==> config.mk <==
export PLATFORM = sky130hd
export DESIGN_NAME = wca_bus_arbiter
export DESIGN_NICKNAME = d
export VERILOG_FILES = /design/src/rtl/wca_bus_arbiter.sv
export SDC_FILE = /design/constraint.sdc
export NUM_CORES = 1
export LEC_CHECK = 0
export BUFFER_PORTS_ARGS = -buffer_cell sky130_fd_sc_hd__clkbuf_2
export CAP_MARGIN = 20
export CORE_MARGIN = 10
export CORE_UTILIZATION = 29
export CTS_BUF_LIST = sky130_fd_sc_hd__clkbuf_4 sky130_fd_sc_hd__clkbuf_8
export DETAILED_ROUTE_END_ITERATION = 8
export GPL_ROUTABILITY_DRIVEN = 0
export SLEW_MARGIN = 20
export SYNTH_ARGS = -nofsm -noshare
export SYNTH_HDL_FRONTEND = slang
export SYNTH_SLANG_ARGS = --single-unit
==> constraint.sdc <==
create_clock -name i_clock -period 3.9 [get_ports i_clock]
set_input_delay 0.195 -clock i_clock [delete_from_list [all_inputs] [get_ports i_clock]]
set_output_delay 0.195 -clock i_clock [all_outputs]
set_load 0.05 [all_outputs]
==> src/rtl/wca_bus_arbiter.sv <==
// wca_bus_arbiter: round-robin tristate bus arbiter with turnaround gaps and max-hold preemption.
// Define WCA_ARB_FIXED_PRIO_EN for lowest-index-wins selection instead of round-robin.
module wca_bus_arbiter #(
    parameter int NREQ        = 4,
    parameter int OWNW        = 2,
    parameter int TURN_CYCLES = 1,
    parameter int MAX_HOLD    = 64,
    parameter int CNTW        = 8
) (
    input  logic            i_clock,
    input  logic            i_reset,
    input  logic            i_enable,
    input  logic [NREQ-1:0] i_req,
    output logic [NREQ-1:0] o_grant,
    output logic [NREQ-1:0] o_oe,
    output logic [OWNW-1:0] o_owner,
    output logic            o_busy,
    output logic            o_preempt
);
    typedef enum logic [1:0] {S_IDLE, S_OWN, S_TURN} state_t;

    state_t          r_state, w_state;
    logic [NREQ-1:0] r_grant, w_grant;
    logic [NREQ-1:0] r_oe, w_oe;
    logic [OWNW-1:0] r_owner, w_owner;
    logic [OWNW-1:0] r_ptr, w_ptr;
    logic [CNTW-1:0] r_hold, w_hold;
    logic [3:0]      r_turn, w_turn;
    logic            r_preempt, w_preempt;
    logic [OWNW-1:0] w_win;
    logic            w_own_req, w_force;

`ifdef WCA_ARB_FIXED_PRIO_EN
    always_comb begin
        w_win = '0;
        for (int i = NREQ - 1; i >= 0; i--)
            if (i_req[i]) w_win = OWNW'(i);
    end
`else
    // Descending scan so the nearest requester after the pointer is assigned last.
    always_comb begin
        w_win = '0;
        for (int i = NREQ; i >= 1; i--)
            if (i_req[(int'(r_ptr) + i) % NREQ]) w_win = OWNW'((int'(r_ptr) + i) % NREQ);
    end
`endif

    assign w_own_req = i_req[r_owner];
    // >= rather than == so an owner that outlived MAX_HOLD uncontended is preempted once contention shows up.
    assign w_force   = (MAX_HOLD != 0) && (r_hold >= CNTW'(MAX_HOLD - 1)) && w_own_req
                       && (|(i_req & ~r_grant));

    always_comb begin
        w_state   = r_state;
        w_grant   = r_grant;
        w_oe      = r_oe;
        w_owner   = r_owner;
        w_ptr     = r_ptr;
        w_hold    = r_hold;
        w_turn    = r_turn;
        w_preempt = 1'b0;
        case (r_state)
            S_IDLE: if (i_enable && |i_req) begin
                w_state = S_OWN;
                w_grant = NREQ'(1) << w_win;
                w_owner = w_win;
                w_hold  = '0;
            end
            S_OWN: if (!w_own_req || w_force) begin
                w_state   = (TURN_CYCLES == 0) ? S_IDLE : S_TURN;
                w_grant   = '0;
                w_oe      = '0;
                w_ptr     = r_owner;
                w_turn    = '0;
                w_preempt = w_force;
            end else begin
                w_oe   = r_grant;
                w_hold = (&r_hold) ? r_hold : r_hold + 1'b1;
            end
            S_TURN: begin
                w_state = (r_turn == 4'(TURN_CYCLES - 1)) ? S_IDLE : S_TURN;
                w_turn  = r_turn + 1'b1;
            end
            default: w_state = S_IDLE;
        endcase
    end

    always_ff @(posedge i_clock or posedge i_reset) begin
        if (i_reset) begin
            r_state   <= S_IDLE;
            r_grant   <= '0;
            r_oe      <= '0;
            r_owner   <= '0;
            r_ptr     <= OWNW'(NREQ - 1);
            r_hold    <= '0;
            r_turn    <= '0;
            r_preempt <= 1'b0;
        end else begin
            r_state   <= w_state;
            r_grant   <= w_grant;
            r_oe      <= w_oe;
            r_owner   <= w_owner;
            r_ptr     <= w_ptr;
            r_hold    <= w_hold;
            r_turn    <= w_turn;
            r_preempt <= w_preempt;
        end
    end

    assign o_grant   = r_grant;
    assign o_oe      = r_oe;
    assign o_owner   = r_owner;
    assign o_busy    = (r_state != S_IDLE);
    assign o_preempt = r_preempt;
endmodule

# --- After elaboration in Yosys (flattened, before gate mapping) ---
# Cells that the tools add are included.
# W data, S select, Z words.
word_totals:
  reg_bits: 27
  inputBits: 7
  elab_cells: 89
classes:
  addsub: 6
  order_cmp: 6
  eq_ne: 6
  shifts: 1
  mux: 33
  n_bitwise: 6
  n_reduce_logical: 23
ops:
  columns: ["op", "count"]
  rows:
  - ["$mux W8", 3]
  - ["$lt A3 B4 Y1 const B", 4]
  - ["$pmux W4 S2", 2]
  - ["$pmux W8 S2", 1]
  - ["$mux W2", 7]
  - ["$mux W4", 3]
  - ["$mux W1", 11]
  - ["$bmux W1 S2", 5]
  - ["$reduce_and A2 Y1", 5]
  - ["$add A8 B1 Y8 const B", 1]
  - ["$ge A8 B6 Y1 const B", 1]
  - ["$ne A2 B2 Y1 const B", 4]
  - ["$reduce_and A8 Y1", 1]
  - ["$reduce_or A2 Y1", 4]
  - ["$reduce_or A4 Y1", 2]
  - ["$pmux W2 S3", 1]
  - ["$reduce_bool A2 Y1", 3]
  - ["$add A2 B1 Y2 const B", 2]
  - ["$add A2 B2 Y2 const B", 2]
  - ["$add A4 B1 Y4 const B", 1]
  - ["$and A1 B1 Y1 const A", 4]
  - ["$and A4 B4 Y4", 1]
  - ["$logic_not A4 Y1", 1]
  - ["$not A4 Y4", 1]
  - ["9 further kinds", 11]

# --- Depth between registers and ports, before layout ---
# Gate-level depths: netlist of the first run.
depth:
  word_depth: 13
  mapped_depth: 7
  depth_no_buf: 6

# --- Worst setup path after synthesis of the first run ---
# OpenSTA, ideal clock, no wires.
synth_timing:
  path_type: "reg-to-reg"
  from: "register r_owner[0], in the netlist o_owner[0]"
  to: "register r_hold[6]"
  arrival_time_ns: 1.967
  required_ns: 3.776
  path_slack_ns: 1.809
  stages_incl_launch_ff: 7
  synth_period_minus_slack_ns: 2.091
  path_cell_list: "dfrtp_1 > mux4_2 > nor2_1 > a31o_1 > buf_2 > nor4_1 > a211o_1"
synth_between:
  elab_chain_len: 7
synth_rtl:
  columns: ["element", "line_no", "source"]
  rows:
  - ["start: declaration", "25", "logic [OWNW-1:0] r_owner, w_owner;"]
  - ["start signal: assignment", "102", "r_owner <= w_owner;"]
  - ["$bmux W1 S2 (*)", "48", "assign w_own_req = i_req[r_owner];"]
  - ["$mux W1 (not written as such) (*)", "48", null]
  - ["$logic_and A1 B1 Y1", "50", "assign w_force = (MAX_HOLD != 0) && (r_hold >= CNTW'(MAX_HOLD - 1)) && w_own_req"]
  - ["$logic_and A1 B1 Y1", "51", "&& (|(i_req & ~r_grant));"]
  - ["$logic_or A1 B1 Y1 (*)", "69", "S_OWN: if (!w_own_req || w_force) begin"]
  - ["$ne A2 B2 Y1 (no source line) (*)", null, null]
  - ["$reduce_and A4 Y1 (no source line) (*)", null, null]
  - ["end signal: assignment", "104", "r_hold <= w_hold;"]
  - ["end: declaration", "27", "logic [CNTW-1:0] r_hold, w_hold;"]
# Mark *: on every way between the ends. The rest lies on a longest branch, timed or not. The select of a mux whose other input is x is not followed.
# A chain may end at the register's enable or synchronous reset.

# --- Final worst setup path of the first run ---
layout_timing:
  from: "register r_hold[0]"
  to: "register r_hold[6]"
layout_between:
  elab_chain_len: 6
layout_rtl:
  columns: ["element", "line_no"]
  rows:
  - ["$ge A8 B6 Y1", "50"]
  - ["$logic_and A1 B1 Y1", "50"]
  - ["$logic_and A1 B1 Y1", "51"]
  - ["$logic_or A1 B1 Y1", "69"]
  - ["$ne A2 B2 Y1 (no source line)", null]
  - ["$reduce_and A4 Y1 (no source line)", null]
# Parallel ways exist; a longest one is shown, timed or not. The select of a mux whose other input is x is not followed.

==> results of run 1 <==
## worst paths after layout
path | from | to | cells past startpoint
hold reg to reg | r_ptr[1] | r_ptr[1] | 2
min in group asynchronous | i_reset | r_hold[5] | 3
setup / recovery | r_hold[0] | r_hold[6] | 6
setup reg to reg | r_hold[0] | r_hold[6] | 6
max in group asynchronous | i_reset | r_hold[7] | 3
hold / removal | i_req[3] | o_owner[1] | 5
## flip-flops by register name, indices dropped and copies added, names as in the netlist
register	cells
r_hold	8
o_grant	4
o_oe	4
r_turn	4
o_owner	2
r_ptr	2
r_state	2
o_preempt	1
## logic make-up after synthesis
group	count (synthesis)
AND/OR/NAND/NOR	64
AO/OA/AOI/OAI	37
flip-flops	27
buffers and inverters	13
multiplexers	3
adder cells (fa/ha/maj)	3
XOR/XNOR	2
## what timing repair did
| item | CTS | global route |
|---|---|---|
| setup buffers | 0 | 0 |
| hold buffers | 0 | 1 |
| endpoints found under the setup margin | 0 | 0 |
| resized for setup | 0 | 0 |
| hold endpoints to repair | 0 | 24 |
## cell usage after synthesis, types with 2 or more instances
cell | instances | area [um^2]
dfrtp_1 | 25 | 626
or2_2 | 2 | 12.5
buf_2 | 3 | 15.0
or3_1 | 2 | 12.5
a21oi_1 | 8 | 40.0
nand2_1 | 13 | 48.8
o31ai_1 | 3 | 22.5
inv_1 | 9 | 33.8
a22o_1 | 4 | 35.0
a211o_1 | 2 | 17.5
nand2b_1 | 12 | 75.1
or4_1 | 2 | 15.0
dfstp_2 | 2 | 52.6
nor2b_1 | 2 | 12.5
ha_1 | 3 | 37.5
o21ai_0 | 8 | 40.0
nor2_1 | 11 | 41.3
and3_1 | 3 | 18.8
a32o_1 | 4 | 40.0
a31oi_1 | 2 | 12.5
nand4_1 | 2 | 12.5
mux2i_1 | 2 | 20.0
and2_1 | 3 | 18.8
nand3_1 | 7 | 35.0
## metrics by stage
| stage | power, W | util | area [um^2] |
|---|---|---|---|
| detailed placement | 0.00110 | 0.335 | 1590 |
| global route | 0.00135 | 0.347 | 1650 |
| floorplan | 0.000954 | - | 1440 |
| finish | 0.00126 | 0.347 | 1650 |
| global placement | 0.00110 | 0.335 | 1590 |
| CTS | 0.00127 | 0.345 | 1640 |
## worst min-delay path: stages
cell and delay (ns):
clkbuf_2 0.13, nor2_1 0.10, a21oi_1 0.08, nand2_1 0.07, nand2_1 0.05
## where the power goes
part / leakage (nW) / internal (W) / switching (W) / total [W]
clock network: 0.0217 / 0.0000727 / 0.0000963 / 0.000169
registers: 0.356 / 0.000384 / 0.000107 / 0.000491
logic: 0.376 / 0.000185 / 0.000411 / 0.000597
total: 0.754 / 0.000642 / 0.000615 / 0.00126
## layout make-up
cell class	instances	area [um^2]
fillers	530	3100
multi-input cells	109	706
flip-flops and latches	27	678
repair buffers	19	100
well taps	67	83.8
clock buffers	3	41.3
inverters	9	33.8
clock inverters	1	7.51
## per-layer routing
metal  global-route usage  vias up
met5                    0        -
met4               0.0332        0
met3               0.0274        2
met2                0.123       24
met1                0.102      574
li1                     -      580
==> flow_summary.json, run 1 <==
{
  "status": "finished, final reports clean",
  "synthAdderAreaFrac": 0.0261,
  "async_flop_share": 1.00,
  "root_buffer": "clkbuf_8",
  "yosysWarnings": 0,
  "pre_cts_ws_ns": 1.57,
  "clock-sinks": 27,
  "yosys_register_bits": 27,
  "powerDensity_nw_per_um2": 761,
  "clock_latency_ns": 0.28,
  "tightestPinTransition_ns": 0.862,
  "drtAntennaViolNets": 0,
  "wl_per_cell_um": 13.8,
  "mostFrequentLayoutCell": "dfrtp_1",
  "ir_drop_v": 0.000296,
  "synth.area.mux_share": 0.0296,
  "drtIter0Drc": 102,
  "core_area_um2": 4750,
  "hold_class": "primary input to flip-flop",
  "path_cells": "ha_1, and2_1, a211o_1, a31o_1, or3_1, a211o_1",
  "synth_area_um2": 1440,
  "synth_compound_area_frac": 0.181,
  "io_pins": 19,
  "antenna_found_initial": 0,
  "io_buffers": 18,
  "drc": 0,
  "grt_usage": 0.0810,
  "finalSetupViolations": 0,
  "synth_edf_count": 0,
  "slew_violations": 0,
  "ys_seq_area_frac": 0.472,
  "synth-simple-area-share": 0.242,
  "die_w_um": 90.4,
  "whs_ns": 0.375,
  "cts_tree": "built",
  "met2_length_mm": 1.47,
  "top_layer": "met4",
  "maxCapViolations": 0,
  "drive_gt1_frac": 0.179,
  "postSynthCellCount": 149,
  "tns_ns": 0,
  "start_util": 0.302,
  "numCtsBuffers": 3,
  "rows": 25,
  "vias": 1180,
  "rsz0062_at_grt": "false",
  "cts_buffer_depth": 2,
  "worst-setup-path-type": "flip-flop to flip-flop",
  "max_freq_ghz": 0.428,
  "diodes": 0,
  "dieArea_um2": 8170,
  "start_kind": "flip-flop",
  "cp.required_ns": 4.07,
  "grt_pass1_wl_mm": 5.56,
  "cp_common_cell": "a211o_1",
  "synth_top_family_by_area": "simple AND/OR/NAND/NOR gates",
  "final_cells": 235,
  "post_drt_via_cell_ratio": 5.02,
  "crit_fanout": 14,
  "gr-total-overflow": 0,
  "critPathArrivalTime_ns": 2.51,
  "critPathMaxStageDelay_ns": 0.42,
  "setup_ws_ns": 1.56,
  "crit_slowest_cell": "dfrtp_1",
  "netlist-cell-type-count": 39,
  "wl_met3_um": 161,
  "critical_path_buf_inv_count": 0,
  "dp.cells": 230,
  "reg2reg_slack_ns": 1.56,
  "final_cell_mix": "dfrtp_1 (25), clkbuf_2 (18), nand2_1 (13)",
  "clk_pin_slew_ns": 0.10,
  "synth.avg_cell_area_um2": 9.64,
  "final_nets": 179,
  "die_height_um": 90.4,
  "wl_met1_mm": 1.55,
  "grt_max_degree": 28,
  "hold_viol": 0,
  "wirelength_mm": 3.24,
  "synth_flop_cell": "dfrtp_1",
  "synth_xor_area_frac": 0.0122,
  "dpl.hpwl_mm": 2.36,
  "htree_levels": 1,
  "skew_ns": 0.00582,
  "relSlewSlack": 0.423,
  "power_leakage_nw": 0.754,
  "crit_family": "compound AO/OA/AOI/OAI gates",
  "syn_nets": 159,
  "firstDrtPassIters": 5,
  "area_growth_pct": 14.9,
  "period_share": 0.599,
  "grt_pass1_vias": 1102,
  "cp-end-kind": "flip-flop",
  "period_needed_ns": 2.34
}
Note: power is estimated with default switching activity, not from simulation.
==> run 2, diff against run 1 <==
==> constraint.sdc (replaced) <==
create_clock -name i_clock -period 2 [get_ports i_clock]
set_input_delay 0.1 -clock i_clock [delete_from_list [all_inputs] [get_ports i_clock]]
set_output_delay 0.1 -clock i_clock [all_outputs]
set_load 0.05 [all_outputs]
==> flow_summary.json, run 2 (synthesis results as in run 1) <==
{
  "cp-end-kind": "flip-flop",
  "worst-setup-path-type": "flip-flop to flip-flop",
  "rsz0062_at_grt": "true",
  "multiInputGateArea_um2": 746,
  "clock-sinks": 27,
  "crit_slowest_cell": "or4_4",
  "drc": 0,
  "tns_ns": 0,
  "crit_family": "compound AO/OA/AOI/OAI gates",
  "cp.required_ns": 2.21,
  "dp.cells": 245,
  "io_pins": 19,
  "power_leakage_nw": 0.848,
  "reg2reg_depth": 6,
  "max_freq_ghz": 0.501,
  "clock_latency_ns": 0.28,
  "skew_ns": 0.00313,
  "drtAntennaViolNets": 0,
  "finalSetupViolations": 0,
  "p_int_w": 0.00139,
  "reg2reg_slack_ns": 0.003,
  "firstDrtPassIters": 4,
  "ir_drop_v": 0.000789,
  "numCtsBuffers": 3,
  "mostFrequentLayoutCell": "dfrtp_1",
  "stdcell_area_um2": 1820,
  "diodes": 0,
  "p_total_w": 0.00265,
  "switching_share": 0.473,
  "path_cells": "ha_2, and2_4, a211o_1, a31o_4, or4_4, a21oi_2",
  "final_nets": 196,
  "rows": 25,
  "dpl-instance-area_um2": 1710,
  "hold_class": "primary input to async pin",
  "start_util": 0.302,
  "period_needed_ns": 2.00,
  "pwr-share-clk": 0.122,
  "largest_register_ff_count": 8,
  "top_register": "r_hold",
  "dieArea_um2": 8170,
  "grt_max_degree": 17,
  "powerDensity_nw_per_um2": 1450,
  "status": "finished, final reports clean",
  "crit_fanout": 6,
  "root_buffer": "clkbuf_8",
  "period_share": 0.999,
  "maxCapViolations": 0,
  "timing.rr.end": "r_hold[4]",
  "p_sw_w": 0.00125,
  "wl_per_cell_um": 13.2,
  "r2r-start": "r_hold[1]",
  "pwr-share-comb": 0.517,
  "num-fill-cells": 506,
  "drive_gt1_frac": 0.297,
  "critPathMaxStageDelay_ns": 0.51,
  "drtIter0Drc": 71,
  "grt_usage": 0.0837,
  "hold_viol": 0,
  "die_height_um": 90.4,
  "critical_path_buf_inv_count": 0,
  "io_buffers": 18,
  "dpl.hpwl_mm": 2.60,
  "grt_pass1_vias": 1261,
  "vias": 1206,
  "slew_violations": 0,
  "start_kind": "flip-flop",
  "pwr-share-seq": 0.361,
  "final_cell_mix": "dfrtp_1 (24), clkbuf_2 (18), buf_4 (17)",
  "tightestPinTransition_ns": 0.527,
  "antenna_found_initial": 0,
  "clk_pin_slew_ns": 0.10,
  "wirelength_mm": 3.34,
  "area_growth_pct": 26.7,
  "cts_buffer_depth": 2,
  "gr-total-overflow": 0,
  "htree_levels": 1,
  "grt_pass1_wl_mm": 5.88,
  "post_drt_via_cell_ratio": 4.79,
  "die_w_um": 90.4,
  "cts_tree": "built",
  "critPathArrivalTime_ns": 2.21,
  "core_area_um2": 4750,
  "relSlewSlack": 0.644,
  "final_cells": 252,
  "seq_area_um2": 679
}
[run 2: tightest hold or removal path, cell delays in order]
cell           delay, ns
dlygate4sd3_1       0.54
clkbuf_2            0.10
inv_1               0.22
[run 2: per-layer routing]
| layer | track usage | vias up | share of wire |
|---|---|---|---|
| met2 | 0.140 | 21 | 0.47 |
| met3 | 0.0249 | 2 | 0.049 |
| met1 | 0.104 | 572 | 0.47 |
| met5 | 0 | - | 0 |
| met4 | 0.0159 | 0 | 0.0066 |
| li1 | - | 611 | - |
[run 2: cell type report]
cell class | instances | share of cell area
clock inverter | 1 | 0.00413
tap | 67 | 0.0461
clock buffer | 3 | 0.0227
timing repair buffer | 36 | 0.125
inverter | 9 | 0.0186
multi-input combinational | 109 | 0.410
sequential | 27 | 0.373
[run 2: power by group through the flow]
stage	Combinational (W)	Clock, W	Sequential (W)
2_1_floorplan	0.000625	0	0.00124
3_3_place_gp	0.00131	0	0.000967
4_1_cts	0.00137	0.000333	0.000959
5_1_grt	0.00150	0.000352	0.000998
3_5_place_dp	0.00132	0	0.000971
6_report	0.00137	0.000323	0.000956
[run 2: worst max-delay path by stage]
stage	startpoint	end	slack [ns]	cells past startpoint
floorplan	r_hold[0]	r_hold[2]	0.008	7
global placement	r_hold[1]	r_hold[2]	-0.02	7
detailed placement	r_hold[1]	r_hold[4]	-0.09	6
CTS	r_hold[1]	r_hold[4]	-0.003	6
global route	r_hold[1]	r_hold[2]	-0.11	7
finish	r_hold[1]	r_hold[4]	0.003	6
[run 2: through the flow]
step / setup WS [ns] / util / hold slack [ns]
after floorplan: 0.00836 / - / 0.151
after global placement: -0.0221 / 0.360 / 0.0291
after detailed placement: -0.0897 / 0.360 / 0.0366
after CTS: -0.00296 / 0.379 / 0.297
after global routing: -0.110 / 0.383 / 0.339
final: 0.00260 / 0.383 / 0.286
[run 2: timing repair]
item / CTS / global route
setup buffers: 2 / 0
pin swaps: 4 / 1
hold buffers: 1 / 0
gates resized for setup: 5 / 4
hold endpoints to repair: 6 / 0
endpoints found under the setup margin: 5 / 6
gates cloned: 0 / 0
==> run 3, diff against run 2 <==
--- a/config.mk
+++ b/config.mk
@@ -5,13 +5,16 @@
 export SDC_FILE = /design/constraint.sdc
 export NUM_CORES = 1
 export LEC_CHECK = 0
-export BUFFER_PORTS_ARGS = -buffer_cell sky130_fd_sc_hd__clkbuf_2
+export BUFFER_PORTS_ARGS = -buffer_cell sky130_fd_sc_hd__buf_4
 export CAP_MARGIN = 20
+export CELL_PAD_IN_SITES_DETAIL_PLACEMENT = 1
+export CELL_PAD_IN_SITES_GLOBAL_PLACEMENT = 2
 export CORE_MARGIN = 10
 export CORE_UTILIZATION = 29
 export CTS_BUF_LIST = sky130_fd_sc_hd__clkbuf_4 sky130_fd_sc_hd__clkbuf_8
 export DETAILED_ROUTE_END_ITERATION = 8
 export GPL_ROUTABILITY_DRIVEN = 0
+export PLACE_DENSITY_LB_ADDON = 0.1
 export SLEW_MARGIN = 20
 export SYNTH_ARGS = -nofsm -noshare
 export SYNTH_HDL_FRONTEND = slang
==> flow_summary.json, run 3 (synthesis results as in run 1) <==
{
  "status": "finished, final reports clean",
  "htree_levels": 1,
  "period_needed_ns": 2.00,
  "grt_max_degree": 28,
  "met3_usage": 0.0224,
  "critPathArrivalTime_ns": 2.16,
  "crit_fanout": 6,
  "dieArea_um2": 8170,
  "antenna_found_initial": 0,
  "drive_gt1_frac": 0.324,
  "cp.required_ns": 2.17,
  "whs_ns": 0.276,
  "clk_pin_slew_ns": 0.10,
  "diodes": 0,
  "wirelength_mm": 4.15,
  "busiest_layer": "met2",
  "largest_register_ff_count": 8,
  "cp-end-kind": "flip-flop",
  "hold_class": "primary input to flip-flop",
  "dpl.hpwl_mm": 3.04,
  "multiInputGateArea_um2": 771,
  "power_leakage_nw": 0.882,
  "rsz0062_at_grt": "true",
  "drtIter0Drc": 74,
  "rows": 25,
  "start_util": 0.302,
  "finalSetupViolations": 0,
  "final_nets": 199,
  "wl_per_cell_um": 16.3,
  "gr-total-overflow": 0,
  "dp.cells": 245,
  "die_height_um": 90.4,
  "io_buffers": 18,
  "worst-setup-path-type": "flip-flop to flip-flop",
  "grt_pass1_vias": 1406,
  "grt_usage": 0.104,
  "dpl-instance-area_um2": 1760,
  "grt_pass1_wl_mm": 7.23,
  "seq_area_um2": 679,
  "cts_tree": "built",
  "vias": 1294,
  "max_freq_ghz": 0.501,
  "use_met2": 0.169,
  "start_kind": "flip-flop",
  "mostFrequentLayoutCell": "buf_4",
  "period_share": 0.998,
  "area_growth_pct": 33.4,
  "num-fill-cells": 585,
  "skew_ns": 0.00239,
  "die_w_um": 90.4,
  "final_util": 0.403,
  "core_area_um2": 4750,
  "root_buffer": "clkbuf_8",
  "post_drt_via_cell_ratio": 5.07,
  "relSlewSlack": 0.634,
  "numCtsBuffers": 3,
  "cts_buffer_depth": 2,
  "clock_latency_ns": 0.27,
  "tightestPinTransition_ns": 0.542,
  "drtAntennaViolNets": 0,
  "maxCapViolations": 0,
  "final_cell_mix": "buf_4 (37), dfrtp_1 (24), nand2b_1 (12), nand2_1 (12), nor2_1 (11)",
  "grtUsageMet1": 0.133,
  "io_pins": 19,
  "firstDrtPassIters": 4,
  "top_register": "r_hold",
  "drc": 0,
  "ir_drop_v": 0.000877,
  "stdcell_area_um2": 1920,
  "final_cells": 255,
  "slew_violations": 0,
  "hold_viol": 0,
  "powerDensity_nw_per_um2": 1490,
  "clock-sinks": 27
}
-- run 3: path summary, 6_finish.rpt --
check                               start          to  slack (ns)  depth (start not counted)
worst min-delay path             i_req[3]  o_owner[1]        0.28                          5
worst max register to register  r_hold[0]   r_hold[6]       0.004                          6
worst max-delay path            r_hold[0]   r_hold[6]       0.004                          6
worst min register to register   r_ptr[1]    r_ptr[1]        0.52                          2
max in group asynchronous         i_reset    r_ptr[0]        1.26                          4
min in group asynchronous         i_reset   r_turn[0]        0.43                          4
-- run 3: where the power goes --
part | switching, W | internal, W | total, W
sequential | 0.000213 | 0.000752 | 0.000964
clock | 0.000180 | 0.000157 | 0.000337
combinational | 0.000937 | 0.000623 | 0.00156
total | 0.00133 | 0.00153 | 0.00286
-- run 3: critical path, cell delays in order, from the launching register on --
cell and delay [ns]:
dfrtp_1 0.40, ha_2 0.19, and2_4 0.16, a211o_1 0.29, a31o_4 0.26, or3_4 0.33, a211o_1 0.26
-- run 3: final cells by class --
type                       instances  area share
sequential                        27       0.355
timing repair buffer              39       0.156
clock buffer                       4      0.0255
multi-input combinational        109       0.402
tap                               67      0.0438
inverter                           9      0.0176
-- run 3: stage by stage --
step                TNS [ns]  setup slack, ns  power [W]
floorplan                  0          0.00836    0.00186
global placement     -0.0809          -0.0333    0.00240
detailed placement    -0.441           -0.150    0.00243
CTS                 -0.00907         -0.00907    0.00285
global route          -0.213          -0.0598    0.00308
finish                     0          0.00448    0.00286
-- run 3: metal layers --
metal / wire length (um) / part of all wire
met1: 1960 / 0.47
met2: 2010 / 0.49
met3: 140 / 0.034
met4: 35 / 0.0084
met5: 0 / 0
-- run 3: timing repair --
action,CTS,global route
hold endpoints to repair,25,0
resized for setup,4,11
setup endpoints to repair,5,7
setup buffers,4,1
hold buffers,1,0
pin swaps,5,5
